===== src/rtl/fifo_wr_arb.sv =====
// Round-robin arbiter sharing one dual-clock FIFO write port among NREQ requesters.
// Grants bursts of up to BURST beats; each pushed beat is tagged {id, payload} and counted.
//
// state | meaning
// IDLE  | no grant held; pick next valid requester after rr_ptr
// GRANT | GRANT_ID owns the write port until burst end, valid drop or disable
module fifo_wr_arb #(
  parameter int DSIZE = 8,
  parameter int NREQ  = 4,
  parameter int IDW   = 2,
  parameter int BURST = 4
) (
  input  logic                  CLK,
  input  logic                  RST_N,
  input  logic                  ENABLE,
  input  logic [NREQ-1:0]       REQ_VALID,
  input  logic [NREQ*DSIZE-1:0] REQ_DATA,
  output logic [NREQ-1:0]       REQ_READY,
  output logic [IDW+DSIZE-1:0]  FIFO_WDATA,
  output logic                  FIFO_WINC,
  input  logic                  FIFO_WFULL,
  output logic [IDW-1:0]        GRANT_ID,
  output logic                  BUSY,
  output logic [15:0]           BEAT_CNT
);

  typedef enum logic {IDLE = 1'b0, GRANT = 1'b1} state_e;

  state_e          state_q, state_d;
  logic [IDW-1:0]  rr_ptr_q, rr_ptr_d;
  logic [IDW-1:0]  grant_id_q, grant_id_d;
  logic [3:0]      burst_q, burst_d;
  logic [15:0]     beat_cnt_q, beat_cnt_d;

  logic             g_valid;
  logic [DSIZE-1:0] g_data;
  logic             pick_found;
  logic [IDW-1:0]   pick_id;
  logic             accept;

  always_comb begin
    g_valid = 1'b0;
    g_data  = '0;
    for (int i = 0; i < NREQ; i++) begin
      if (grant_id_q == IDW'(i)) begin
        g_valid = REQ_VALID[i];
        g_data  = REQ_DATA[i*DSIZE +: DSIZE];
      end
    end
  end

  // Two passes: indices above rr_ptr first, then wrap around from 0.
  always_comb begin
    pick_found = 1'b0;
    pick_id    = '0;
    for (int i = 0; i < NREQ; i++) begin
      if (!pick_found && REQ_VALID[i] && (IDW'(i) > rr_ptr_q)) begin
        pick_found = 1'b1;
        pick_id    = IDW'(i);
      end
    end
    for (int i = 0; i < NREQ; i++) begin
      if (!pick_found && REQ_VALID[i] && (IDW'(i) <= rr_ptr_q)) begin
        pick_found = 1'b1;
        pick_id    = IDW'(i);
      end
    end
  end

  always_comb begin
    state_d    = state_q;
    rr_ptr_d   = rr_ptr_q;
    grant_id_d = grant_id_q;
    burst_d    = burst_q;
    beat_cnt_d = beat_cnt_q;
    accept     = 1'b0;
    case (state_q)
      IDLE: begin
        if (ENABLE && pick_found) begin
          grant_id_d = pick_id;
          burst_d    = '0;
          state_d    = GRANT;
        end
      end
      GRANT: begin
        accept = g_valid && !FIFO_WFULL;
        if (accept) begin
          burst_d    = burst_q + 4'd1;
          beat_cnt_d = beat_cnt_q + 16'd1;
        end
        // A stalled requester keeps the grant; only these three release it.
        if (!ENABLE || !g_valid || (accept && (burst_d == 4'(BURST)))) begin
          state_d  = IDLE;
          rr_ptr_d = grant_id_q;
        end
      end
      default: state_d = IDLE;
    endcase
  end

  always_ff @(posedge CLK or negedge RST_N) begin
    if (!RST_N) begin
      state_q    <= IDLE;
      rr_ptr_q   <= IDW'(NREQ - 1);
      grant_id_q <= '0;
      burst_q    <= '0;
      beat_cnt_q <= '0;
    end else begin
      state_q    <= state_d;
      rr_ptr_q   <= rr_ptr_d;
      grant_id_q <= grant_id_d;
      burst_q    <= burst_d;
      beat_cnt_q <= beat_cnt_d;
    end
  end

  always_comb begin
    REQ_READY = '0;
    for (int i = 0; i < NREQ; i++) begin
      if ((state_q == GRANT) && (grant_id_q == IDW'(i))) REQ_READY[i] = !FIFO_WFULL;
    end
  end

  assign FIFO_WINC  = accept;
  assign FIFO_WDATA = {grant_id_q, g_data};
  assign GRANT_ID   = grant_id_q;
  assign BUSY       = (state_q == GRANT);
  assign BEAT_CNT   = beat_cnt_q;

endmodule


===== config.mk =====
export PLATFORM = sky130hd
export DESIGN_NAME = fifo_wr_arb
export DESIGN_NICKNAME = d
export VERILOG_FILES = /design/src/rtl/fifo_wr_arb.sv
export SDC_FILE = /design/constraint.sdc
export NUM_CORES = 1
export LEC_CHECK = 0
export ABC_AREA = 0
export CORE_AREA = 2 2 66 68
export DETAILED_ROUTE_END_ITERATION = 10
export DIE_AREA = 0 0 68 70
export GPL_TIMING_DRIVEN = 0
export PLACE_DENSITY_LB_ADDON = 0.05
export SYNTH_ARGS = -nofsm -noshare
export SYNTH_HDL_FRONTEND = slang
export SYNTH_SLANG_ARGS = --single-unit

===== constraint.sdc =====
create_clock -name CLK -period 2.25 [get_ports CLK]
set_clock_uncertainty 0.05 [all_clocks]
set_input_delay 0.675 -clock CLK [delete_from_list [all_inputs] [get_ports CLK]]
set_output_delay 0.675 -clock CLK [all_outputs]
set_load 0.02 [all_outputs]

# [After elaboration in Yosys (flattened, before gate mapping)]
# Index checks and enable logic that the tools add are counted.
[totals] ff_bits=25 memories=0 ramBits=0 romBits=0 latch_bits=0 inputBits=40 output_inout_bits=34 word_cells=94
[op_classes] n_shift=0 add_sub_neg=2 n_mux=35 div=0 bitwise=1 n_reduce_logical=38 n_lt_le_gt_ge=8 n_mul=0 eq_ne=5
[op_table] operator="$mux 8" n=4
[op_table] operator="$logic_and 1x1->1" n=22
[op_table] operator="$mux 1" n=20
[op_table] operator="$add 16x1->16 const B" n=1
[op_table] operator="$mux 2" n=6
[op_table] operator="$mux 4" n=3
[op_table] operator="$logic_not 1->1" n=10
[op_table] operator="$pmux 4 s2" n=1
[op_table] operator="$reduce_and 2->1" n=3
[op_table] operator="$add 4x1->4 const B" n=1
[op_table] operator="$eq 2x2->1 const B" n=2
[op_table] operator="$eq 4x3->1 const B" n=1
[op_table] operator="$gt 1x2->1 const A" n=2
[op_table] operator="$gt 2x2->1 const A" n=2
[op_table] operator="$le 1x2->1 const A" n=2
[op_table] operator="$le 2x2->1 const A" n=2
[op_table] operator="$eq 2x1->1 const B" n=1
[op_table] operator="$logic_not 2->1" n=1
[op_table] operator="$logic_or 1x1->1" n=2
[op_table] operator="$ne 2x2->1 const B" n=1
[op_table] operator="$pmux 1 s2" n=1
[op_table] operator="$not 1->1" n=1

# [Depth between registers and ports, before layout]
[logic_depth] word_depth=34 mapped_depth=6 ltp_nobuf=5

# [Worst setup path before layout]
# OpenSTA, ideal clock, no wires.
[synth_path] kind="input to output" start="input REQ_VALID[3]" end="output FIFO_WINC" n_path_buf=1 path_slack_ns=0.019 cell_stages=3 t_required_ns=1.525 t_arrival_ns=1.506 cell_sequence="mux4_2 and2_4 buf_6"
[synth_via] elab_chain_cells=3
[synth_rtl] item="from (decl)" line_no="16" text="input logic [NREQ-1:0] REQ_VALID,"
[synth_rtl] item="$mux 1" line_no="45" text="if (grant_id_q == IDW'(i)) begin"
[synth_rtl] item="$logic_and 1x1->1" line_no="86" text="accept = g_valid && !FIFO_WFULL;"
[synth_rtl] item="$mux 1" line_no="77" text="case (state_q)"
[synth_rtl] item="to (decl)" line_no="20" text="output logic FIFO_WINC,"
# Every way passes these cells.

# [Worst setup path in the final report]
# Ends and elaborated chain as after synthesis.

==> reports/metrics.yaml <==
drt:
  vias: 1398
  viasPerCell: 5.12
  first_pass_iters: 4
  routedWlPerCell_um: 14.9
  remaining_drc_errors: 0
  drt-total-wl_um: 4060
  antenna_left: 0
  first_iter_violations: 41
pwr:
  power_mw: 2.39
  power_density_mw_per_mm2: 978
  vdd_drop_max_v: 0.000487
  leakage_nw: 1.08
yosys:
  syn_area_mm2: 0.00154
  yosysSeqAreaShare_pct: 40.8
  synthesis.nets: 176
  syn-mean-instance-area_um2: 11.5
  synth_cells: 134
  yosys_warnings: 0
  ys_ff_latch: 25
  synth.distinct_cells: 37
cells_and_area:
  post-route-util_pct: 59.1
  drive_gt1_share_pct: 28.5
  antennaDiodeCount: 0
  final_cell_area_mm2: 0.00245
  syn_to_final_growth_pct: 58.9
  nNetsFinal: 264
die:
  start_util_pct: 37.2
  ios: 74
  rows: 24
  die_x_um: 68
  die-area_mm2: 0.00476
  fp.dieH_um: 70
  core_mm2: 0.00414
setup_path:
  worstPathRequired_ps: 1520
  startpoint: "REQ_VALID[3]"
  r2r-end: "burst_q[1]"
  crit_fanout: 5
  endpoint_kind: "output port"
  worstSetupPathType: "input port to output port"
  r2r_cells: 6
  r2r_start: "GRANT_ID[1]"
  r2r_slack_ps: 250
  worstPathArrival_ps: 1570
  critPathLaunchType: "input port"
global_route:
  overflow: 0
  antenna_found_initial: 0
  grt_first_pass_wirelength_um: 6620
  grt_max_degree: 26
  grt_pass1_vias: 1369
  grt_use_total_pct: 18.1
cts:
  root_buffer: "clkbuf_8"
  path_clk_slew_ps: 80
  numCtsBuffers: 3
  worstSkewPairLatency_ps: 280
  clock-sinks: 25
  cts.path.max_buffers: 2
  htree_levels: 1
  cts_tree: "done"
sta:
  setup-violations-final: 9
  tightest_slew_ps: 1130
  fin_ws_ps: -45.4
  layout_min_cycle_time_ps: 2300
  setup-tns-final_ps: -264
  drv_slew: 0
  finalHoldViolations: 0
  slew-limit-headroom_pct: 24.3
  rsz0062_at_grt: "true"
  period_share_pct: 102
  fmax_ghz: 0.436
placed_design:
  placed_area_mm2: 0.00234
  numPortBuffers: 73
  finalWeightedCongestion: 0.820
  pre_cts_slack_ps: -1100
  hpwl_um: 3070
status:
  status: "finished with violations"
  violations: "negative setup slack"
worst_hold_path:
  hp-class: "flop to flop"
  hold_path_startpoint: "BEAT_CNT[15]"
  whs_path_depth: 1
  min_to: "BEAT_CNT[15]"
job:
  drv_cap: 0
-- power breakdown --
part | internal [mW] | total, mW | leakage (nW) | switching [mW]
sequential | 0.548 | 0.645 | 0.328 | 0.0972
clock | 0.126 | 0.275 | 0.0217 | 0.149
combinational | 0.834 | 1.47 | 0.726 | 0.639
total | 1.51 | 2.39 | 1.08 | 0.886
-- kinds of logic after synthesis --
group                      count (synthesis)  share of synthesized area [%]
AOI/OAI and AO/OA                         18                           8.85
xor gates and xnor gates                  18                           10.2
adders and majority gates                  2                           1.62
buffers and inverters                     13                           5.85
DFF                                       25                           40.8
muxes                                     13                           16.6
and+or+nand+nor                           45                           16.1
-- what timing repair did --
action                     4_1_cts  5_1_grt
setup endpoints to repair       17       11
pin swaps                        1        0
setup buffers                    7        4
resized for setup              138        4
hold buffers                     0        0
-- synth_stat cells, drive strengths merged --
| cell type | number | share of area [%] |
|---|---|---|
| and3 | 3 | 1.2 |
| dfstp | 2 | 3.4 |
| o31ai | 2 | 0.97 |
| nor3 | 1 | 0.32 |
| nor2 | 7 | 1.7 |
| or3b | 1 | 0.57 |
| o21ai | 4 | 1.3 |
| a31oi | 2 | 0.81 |
| buf | 9 | 4.9 |
| xnor2 | 16 | 9.1 |
| nand2 | 11 | 2.7 |
| a2bb2oi | 1 | 0.57 |
| dfrtp | 23 | 37 |
| a22o | 3 | 1.7 |
| nand2b | 2 | 0.98 |
| mux4 | 9 | 13 |
| a41o | 1 | 0.65 |
| and2 | 1 | 0.57 |
| nand3 | 5 | 1.6 |
| inv | 3 | 0.73 |
| xor2 | 2 | 1.1 |
| o41ai | 1 | 0.57 |
| mux2 | 4 | 3.2 |
| and4 | 2 | 1.3 |
| nand3b | 1 | 0.49 |
| clkbuf | 1 | 0.24 |
| o221ai | 4 | 2.3 |
| nor3b | 2 | 0.97 |
| ha | 2 | 1.6 |
| nor2b | 3 | 1.2 |
| nand4 | 6 | 2.4 |
-- stage by stage --
step                cells  hold slack (ps)
finish                273              432
CTS                   270              436
floorplan             134              329
detailed placement    259              422
global route          273              452
global placement      259              410
-- critical path: stages --
cell and delay (ps):
buf_6 100, mux4_2 480, and2_4 180, buf_6 130
-- metal layers --
metal | vias up | share of wire [%] | global-route usage (%)
li1 | 670 | - | -
met3 | 9 | 3.0 | 3.86
met4 | 0 | 1.8 | 4.67
met2 | 28 | 55 | 30.9
met1 | 691 | 41 | 22.7
met5 | - | 0 | 0
-- cells in the final DEF, fill, tap and decap left out, types with 2 or more instances in the layout --
master / n
a22o_1: 3
a31oi_1: 2
and3_1: 3
buf_2: 3
buf_4: 15
buf_6: 17
clkbuf_8: 3
clkdlybuf4s50_1: 22
dfrtp_1: 23
dfstp_2: 2
dlygate4sd2_1: 32
ha_1: 2
inv_1: 3
mux2_2: 3
mux4_2: 9
nand2_1: 11
nand3_1: 5
nand4_1: 6
nor2_1: 7
nor2b_1: 2
o21ai_0: 4
o221ai_1: 4
o31ai_1: 2
xnor2_1: 16
xor2_1: 2
-- sequential cells by signal, indices dropped and copies added (netlist names) --
| signal | flops |
|---|---|
| rr_ptr_q | 2 |
| GRANT_ID | 2 |
| burst_q | 4 |
| BEAT_CNT | 16 |
| BUSY | 1 |
-- layout make-up --
type / count / area (um^2)
Buffer: 9 / 86.3
Fill cell: 367 / 1700
Inverter: 3 / 11.3
Sequential cell: 25 / 628
Clock buffer: 3 / 41.3
Tap cell: 52 / 65.1
Clock inverter: 1 / 7.51
Timing Repair Buffer: 84 / 777
Multi-Input combinational cell: 96 / 831
-- worst max-delay path by stage --
stage	endpoint	slack [ps]	cells past startpoint
6_report	FIFO_WINC	-50	4
5_1_grt	FIFO_WDATA[5]	-120	4
4_1_cts	FIFO_WINC	-120	5
3_5_place_dp	FIFO_WINC	-1100	5
3_3_place_gp	FIFO_WINC	-1060	5
2_1_floorplan	FIFO_WINC	20	3
No activity file was read; power rests on OpenSTA's default activity.
